[src/rtl/int_service_ctrl.sv]
// Interrupt acceptance and hardware-LCALL sequencer: picks a request at an instruction
// boundary by IP level, pushes the return PC, redirects fetch and tracks in-service levels.
module int_service_ctrl #(
  parameter logic [15:0] VEC_BASE   = 16'h0003,
  parameter logic [15:0] VEC_STRIDE = 16'h0008
) (
  input  logic        clk,
  input  logic        rst_n,
  input  logic [4:0]  int_req,
  input  logic [4:0]  ip,
  input  logic        instr_end,
  input  logic        is_reti,
  input  logic        ie_ip_wr,
  input  logic [15:0] pc_cur,
  output logic        push_req,
  output logic [7:0]  push_data,
  input  logic        push_ack,
  output logic        int_take,
  output logic [15:0] vec_addr,
  output logic [4:0]  int_ack,
  output logic        busy,
  output logic [1:0]  in_service
);

  typedef enum logic [1:0] {StIdle, StPushLo, StPushHi, StJump} state_e;

  state_e      state;
  logic [2:0]  idx;
  logic        lvl;
  logic [15:0] pc;
  logic        blk;

  logic [4:0]  hi;
  logic [4:0]  lo;
  logic        cand_lvl;
  logic [2:0]  cand_idx;
  logic        eligible;
  logic [15:0] vec_next;

  function automatic logic [2:0] lowest(input logic [4:0] v);
    lowest = 3'd0;
    for (int i = 4; i >= 0; i--) begin
      if (v[i]) lowest = 3'(i);
    end
  endfunction

  always_comb begin
    hi       = int_req & ip;
    lo       = int_req & ~ip;
    cand_lvl = |hi;
    cand_idx = lowest(cand_lvl ? hi : lo);
    // High nests over low; low only starts when nothing is in service.
    eligible = (state == StIdle) && instr_end && !blk && !is_reti && !ie_ip_wr &&
               (cand_lvl ? !in_service[1] : ((|lo) && (in_service == 2'b00)));
    vec_next = VEC_BASE + (16'(idx) * VEC_STRIDE);
  end

  always_ff @(posedge clk) begin
    if (!rst_n) begin
      state      <= StIdle;
      idx        <= 3'd0;
      lvl        <= 1'b0;
      pc         <= 16'h0000;
      blk        <= 1'b0;
      push_req   <= 1'b0;
      push_data  <= 8'h00;
      int_take   <= 1'b0;
      vec_addr   <= 16'h0000;
      int_ack    <= 5'b00000;
      busy       <= 1'b0;
      in_service <= 2'b00;
    end else begin
      int_take <= 1'b0;
      int_ack  <= 5'b00000;
      vec_addr <= 16'h0000;
      unique case (state)
        StIdle: begin
          if (instr_end) begin
            // Guarantees one more instruction after RETI or an IE/IP write.
            blk <= is_reti | ie_ip_wr;
            if (is_reti) begin
              if (in_service[1]) in_service[1] <= 1'b0;
              else               in_service[0] <= 1'b0;
            end
          end
          if (eligible) begin
            idx       <= cand_idx;
            lvl       <= cand_lvl;
            pc        <= pc_cur;
            push_req  <= 1'b1;
            push_data <= pc_cur[7:0];
            busy      <= 1'b1;
            state     <= StPushLo;
          end
        end
        StPushLo: begin
          if (push_ack) begin
            push_data <= pc[15:8];
            state     <= StPushHi;
          end
        end
        StPushHi: begin
          if (push_ack) begin
            push_req        <= 1'b0;
            push_data       <= 8'h00;
            int_take        <= 1'b1;
            int_ack         <= 5'b00001 << idx;
            vec_addr        <= vec_next;
            in_service[lvl] <= 1'b1;
            state           <= StJump;
          end
        end
        StJump: begin
          busy  <= 1'b0;
          state <= StIdle;
        end
        default: state <= StIdle;
      endcase
    end
  end

endmodule
[config.mk]
export PLATFORM = sky130hd
export DESIGN_NAME = int_service_ctrl
export DESIGN_NICKNAME = d
export VERILOG_FILES = /design/src/rtl/int_service_ctrl.sv
export SDC_FILE = /design/constraint.sdc
export NUM_CORES = 1
export LEC_CHECK = 0
export BUFFER_PORTS_ARGS = -buffer_cell sky130_fd_sc_hd__buf_2
export CAP_MARGIN = 20
export CORE_AREA = 4 4 71 73
export CTS_BUF_LIST = sky130_fd_sc_hd__clkbuf_8 sky130_fd_sc_hd__clkbuf_16
export CTS_CLUSTER_DIAMETER = 50
export DETAILED_ROUTE_END_ITERATION = 10
export DIE_AREA = 0 0 75 77
export PLACE_DENSITY_LB_ADDON = 0.08
export SYNTH_ARGS = -nofsm -noshare
export SYNTH_HDL_FRONTEND = slang
export SYNTH_SLANG_ARGS = --single-unit
[constraint.sdc]
create_clock -name clk -period 2.5 [get_ports clk]
set_clock_uncertainty 0.05 [all_clocks]
set_input_delay 0.25 -clock clk [delete_from_list [all_inputs] [get_ports clk]]
set_output_delay 0.25 -clock clk [all_outputs]
set_load 0.1 [all_outputs]
-- Word-level counts from Yosys, hierarchy flattened
Cells that the tools add are included.
- flip-flop bits (word level): 57
- latch bits: 0
- bits in writable memories: 0
- bits in read-only memories: 0
- bits of input ports: 32
- output and inout port bits: 34
- logic and storage cells: 86
- memories kept: 0
- add/sub/neg operators: 1
- multipliers: 0
- divide/modulo/power cells: 0
- magnitude comparators: 2
- eq/ne operators: 9
- shift operators: 1
- mux-type cells: 27
- bitwise gates (word level): 5
- reductions and logical operators: 28
- operators with widths (kind ; number):
    $mux 8 ; 3
    $pmux 8 s3 ; 1
    $mux 3 ; 5
    $mux 2 ; 6
    $ne 2x2->1 const B ; 6
    $and 5x5->5 ; 2
    $reduce_or 5->1 ; 2
    $reduce_and 3->1 ; 3
    $pmux 2 s4 ; 1
    $reduce_and 2->1 ; 4
    $reduce_and 4->1 ; 2
    $add 2x6->7 const A ; 1
    $logic_and 1x1->1 ; 7
    $mux 1 ; 6
    $mux 5 ; 1
    $not 5->5 ; 1
    $reduce_and 5->1 ; 1
    $shl 1x3->5 const A ; 1
    $eq 2x2->1 const B ; 2
    $logic_not 1->1 ; 4
    $logic_not 2->1 ; 2
    $pmux 1 s2 ; 2
    $pmux 2 s2 ; 1
    $reduce_bool 2->1 ; 2
    7 further kinds ; 7

-- Longest topological paths before layout
- word-level depth: 8
- mapped depth: 9
- depth with buffers taken out: 7

-- Least setup slack after synthesis
No wires, ideal clock.
- kind: register to register
- start: register in_service[1]
- end: register idx[0]
- library setup time: 115 ps
- data arrival time: 1988 ps
- data required time: 2335 ps
- setup slack: 347 ps
- stages on the path, launching flop included: 7
- path buffers: 1
- clock period less this slack: 2153 ps
- path through: dfxtp_1 -> nor4_4 -> nand3_2 -> a211o_1 -> buf_6 -> and3_1 -> o21a_1
- cells in the longest elaborated chain, start to end: 5
- elaborated cells on any way between the ends: 6
- those cells by class: mux: 1; reduce/logical: 5
- RTL lines (element ; line ; RTL):
    from (decl) ; 22 ; output logic [1:0] in_service
    from (signal assigned) ; 71 ; in_service <= 2'b00;
    from (signal, indexed assignment) ; 109 ; in_service[lvl] <= 1'b1;
    $logic_not 2->1 ; 54 ; (cand_lvl ? !in_service[1] : ((|lo) && (in_service == 2'b00)));
    $logic_and 1x1->1 ; 54 ;
    $mux 1 (*) ; 54 ;
    $logic_and 1x1->1 (*) ; 53 ; eligible = (state == StIdle) && instr_end && !blk && !is_reti && !ie_ip_wr &&
    $reduce_and 2->1 (no line) (*) ; - ;
    to (signal assigned) ; 87 ; idx <= cand_idx;
    to (decl) ; 28 ; logic [2:0] idx;
Every way passes the cells marked *; elsewhere a longest branch is shown, timed or not.
A chain may end at the register's enable or synchronous reset.

-- Worst setup path in the final report
- start: register state[0]
- end: register idx[2]
- cells in the longest elaborated chain, start to end: 7
- RTL lines (element ; line ; RTL):
    from (decl) ; 27 ; state_e state;
    from (signal assigned) ; 60 ; state <= StIdle;
    from (signal assigned) ; 93 ; state <= StPushLo;
    from (signal assigned) ; 99 ; state <= StPushHi;
    $logic_not 2->1 (*) ; 53, 76 ;
    $logic_and 1x1->1 (5 in a row) ; 53 ;
    $reduce_and 2->1 (no line) (*) ; - ;
Marked as above.

==> results.tsv <==
metric	value	unit
finalPower	2.22	mW
worstReg2RegStart	state[0]$_SDFFE_PN0P_	
finalCriticalPeriod	2150	ps
cts_setup_buffers	0	
synth_area_leader_cell	dfxtp_1	
grt_pass1_wl	7170	um
tightest_slew	774	ps
comb_power_share	48.5	%
netlist_instances	231	
fin_crit_sh	86.0	%
synth_ff_type	dfxtp_1	
synth.distinct_cells	48	
ys_seq_area_share	38.4	%
report.final.slew_viol_count	0	
cp-startpoint	state[0]$_SDFFE_PN0P_	
cp.arrival	2280	ps
final_common_cell	buf_2	
cts_tree	built	
synth_seq_cells	37	
numClockSinks	37	
track_usage	15.9	%
rows	24	
hp-class	input port to flop	
synth_top_cell_area_share	38.4	%
drive_gt1_share	25.1	%
n_antenna_cell	0	
synthToLayoutAreaGrowth	16.8	%
overflow	0	
setup_viol	0	
max_cap_violations	0	
switching_share	48.3	%
cts-resized-gates	0	
min_from	pc_cur[10]	
first_pass_iters	4	
cp-end-kind	flop	
fin_setup_tns	0	ps
cp_slowest_stage_delay	480	ps
totalWireLength	4570	um
ios	66	
wire_per_inst	13.8	um
power_frac_clock	18.7	%
peakVddDrop	0.000339	V
clk_latency	290	ps
io_buffers	54	
path_buf_inv	1	
clock_tree.buffer_depth	2	
drtIter0Drc	176	
grt_max_degree	24	
drc	0	
synthArstFlopShare	0	%
synth_edf_count	0	
crit_slowest_cell	a211o_1	
viasPerCell	5.41	
worst-path-max-fanout	14	
path_cells	inv_1, ha_1, nand3_2, a211o_1, and4_1, a41o_1	
antenna_found_initial	0	
fmax	0.465	GHz
pwr-share-seq	32.7	%
cts_root_buf	clkbuf_8	
die_x	75	um
place_hpwl	3440	um
layout.nets	317	
worstPathRequired	2630	ps
die_area	5780	sq um
numCtsBuffers	5	
leakagePower	1.04	nW
vias	1791	
ant_nets	0	
core	4350	sq um
clkTransAtPathRegs	70	ps
synthTopCellsByArea	dfxtp_1 (38%), buf_4 (4.7%), nand3_1 (4.4%)	
p_per_area	988	nW/um^2
finalHoldViolCount	0	
htreeDepth	2	
p_switching	1.07	mW
avgSynthCellArea	8.34	sq um
startpoint_type	flop	
crit_type	flop to flop	
die_h	77	um
max-slew-margin-rel	48.4	%
status	completed	
start_util	44.3	%
gp_congestion	0.818	
ys_warn_count	0	
grt_pass1_vias	1529	
cp_top_family	compound AO/OA/AOI/OAI gates	
synth.cell_area	1930	sq um
p_int	1.15	mW
final_cell_mix	buf_2 (54), dfxtp_1 (37), inv_1 (18)	
rsz0062_at_grt	no	
hold_buffers	0	
[area by class of cell]
class                      instances  area [sq um]
clock buffer                       6          82.6
clock inverter                     1          3.75
fill                             438          2100
inverter                          17          63.8
multi-input combinational        161          1000
sequential                        37           741
tap                               52          65.1
timing repair buffer              57           293
[metrics by stage]
stage | cells | hold slack (ps) | setup slack (ps) | utilization (%) | instance area [sq um]
final | 331 | 171 | 351 | 51.7 | 2250
after global routing | 331 | 163 | 176 | 51.7 | 2250
after CTS | 331 | 158 | 364 | 51.7 | 2250
after detailed placement | 324 | 415 | 367 | 49.7 | 2160
after global placement | 324 | 407 | 393 | 49.7 | 2160
after floorplan | 241 | 316 | 347 | - | 1960
[worst min-delay path, delay by kind of cell]
family | cells | cell delay (ps)
AOI/OAI and AO/OA | 2 | 120
buffers and inverters | 1 | 90
[sequential cells by signal, indices dropped and copies added (netlist names), 2 cells and up]
signal and cells:
state 2, in_service 2, idx 3, vec_addr 4
pc 8, push_data 8, int_ack 5
[cell families after synthesis]
kind of cell	share of synthesized area, %
AND/OR/NAND/NOR	22.4
AO/OA/AOI/OAI	23.0
buffers and inverters	11.6
flip-flops	38.4
adder cells (fa/ha/maj)	3.90
multiplexers	0.520
other	0.195
[power groups by stage]
stage               Sequential, mW  Combinational [mW]  Clock [mW]
floorplan                     1.09               0.560           0
global placement             0.742                1.07           0
detailed placement           0.743                1.07           0
CTS                          0.729                1.08       0.428
global route                 0.740                1.16       0.455
finish                       0.727                1.08       0.416
[worst paths after layout]
| kind | end | cells past startpoint | slack (ps) |
|---|---|---|---|
| max reg2reg | idx[2]$_SDFFE_PN0P_ | 6 | 350 |
| max | idx[2]$_SDFFE_PN0P_ | 6 | 350 |
| min | pc[10]$_SDFFE_PN0P_ | 3 | 170 |
| min reg2reg | pc[15]$_SDFFE_PN0P_ | 2 | 420 |
[metal layers]
metal	share of wire (%)	routed length (um)	global-route usage (%)	vias up
met3	6.6	302	3.66	9
met2	42	1910	22.2	62
li1	-	-	-	924
met5	0	0	0	-
met1	49	2260	22.8	796
met4	2.1	97	6.94	0
[cell usage after synthesis (2+ instances only)]
master	instances
dfxtp_1	37
inv_1	17
nand3_1	17
o21ai_0	17
a21oi_1	15
buf_4	12
clkbuf_1	11
a31oi_1	10
nor2_1	10
nor3_1	9
nor4_1	9
nand2_1	8
ha_1	6
and2_1	4
and3_1	4
nand2b_1	4
a22oi_1	3
a211o_1	2
a211oi_1	2
a311oi_1	2
a41o_1	2
and4_1	2
buf_6	2
o21ai_1	2
Note: power is estimated with default switching activity, not from simulation.
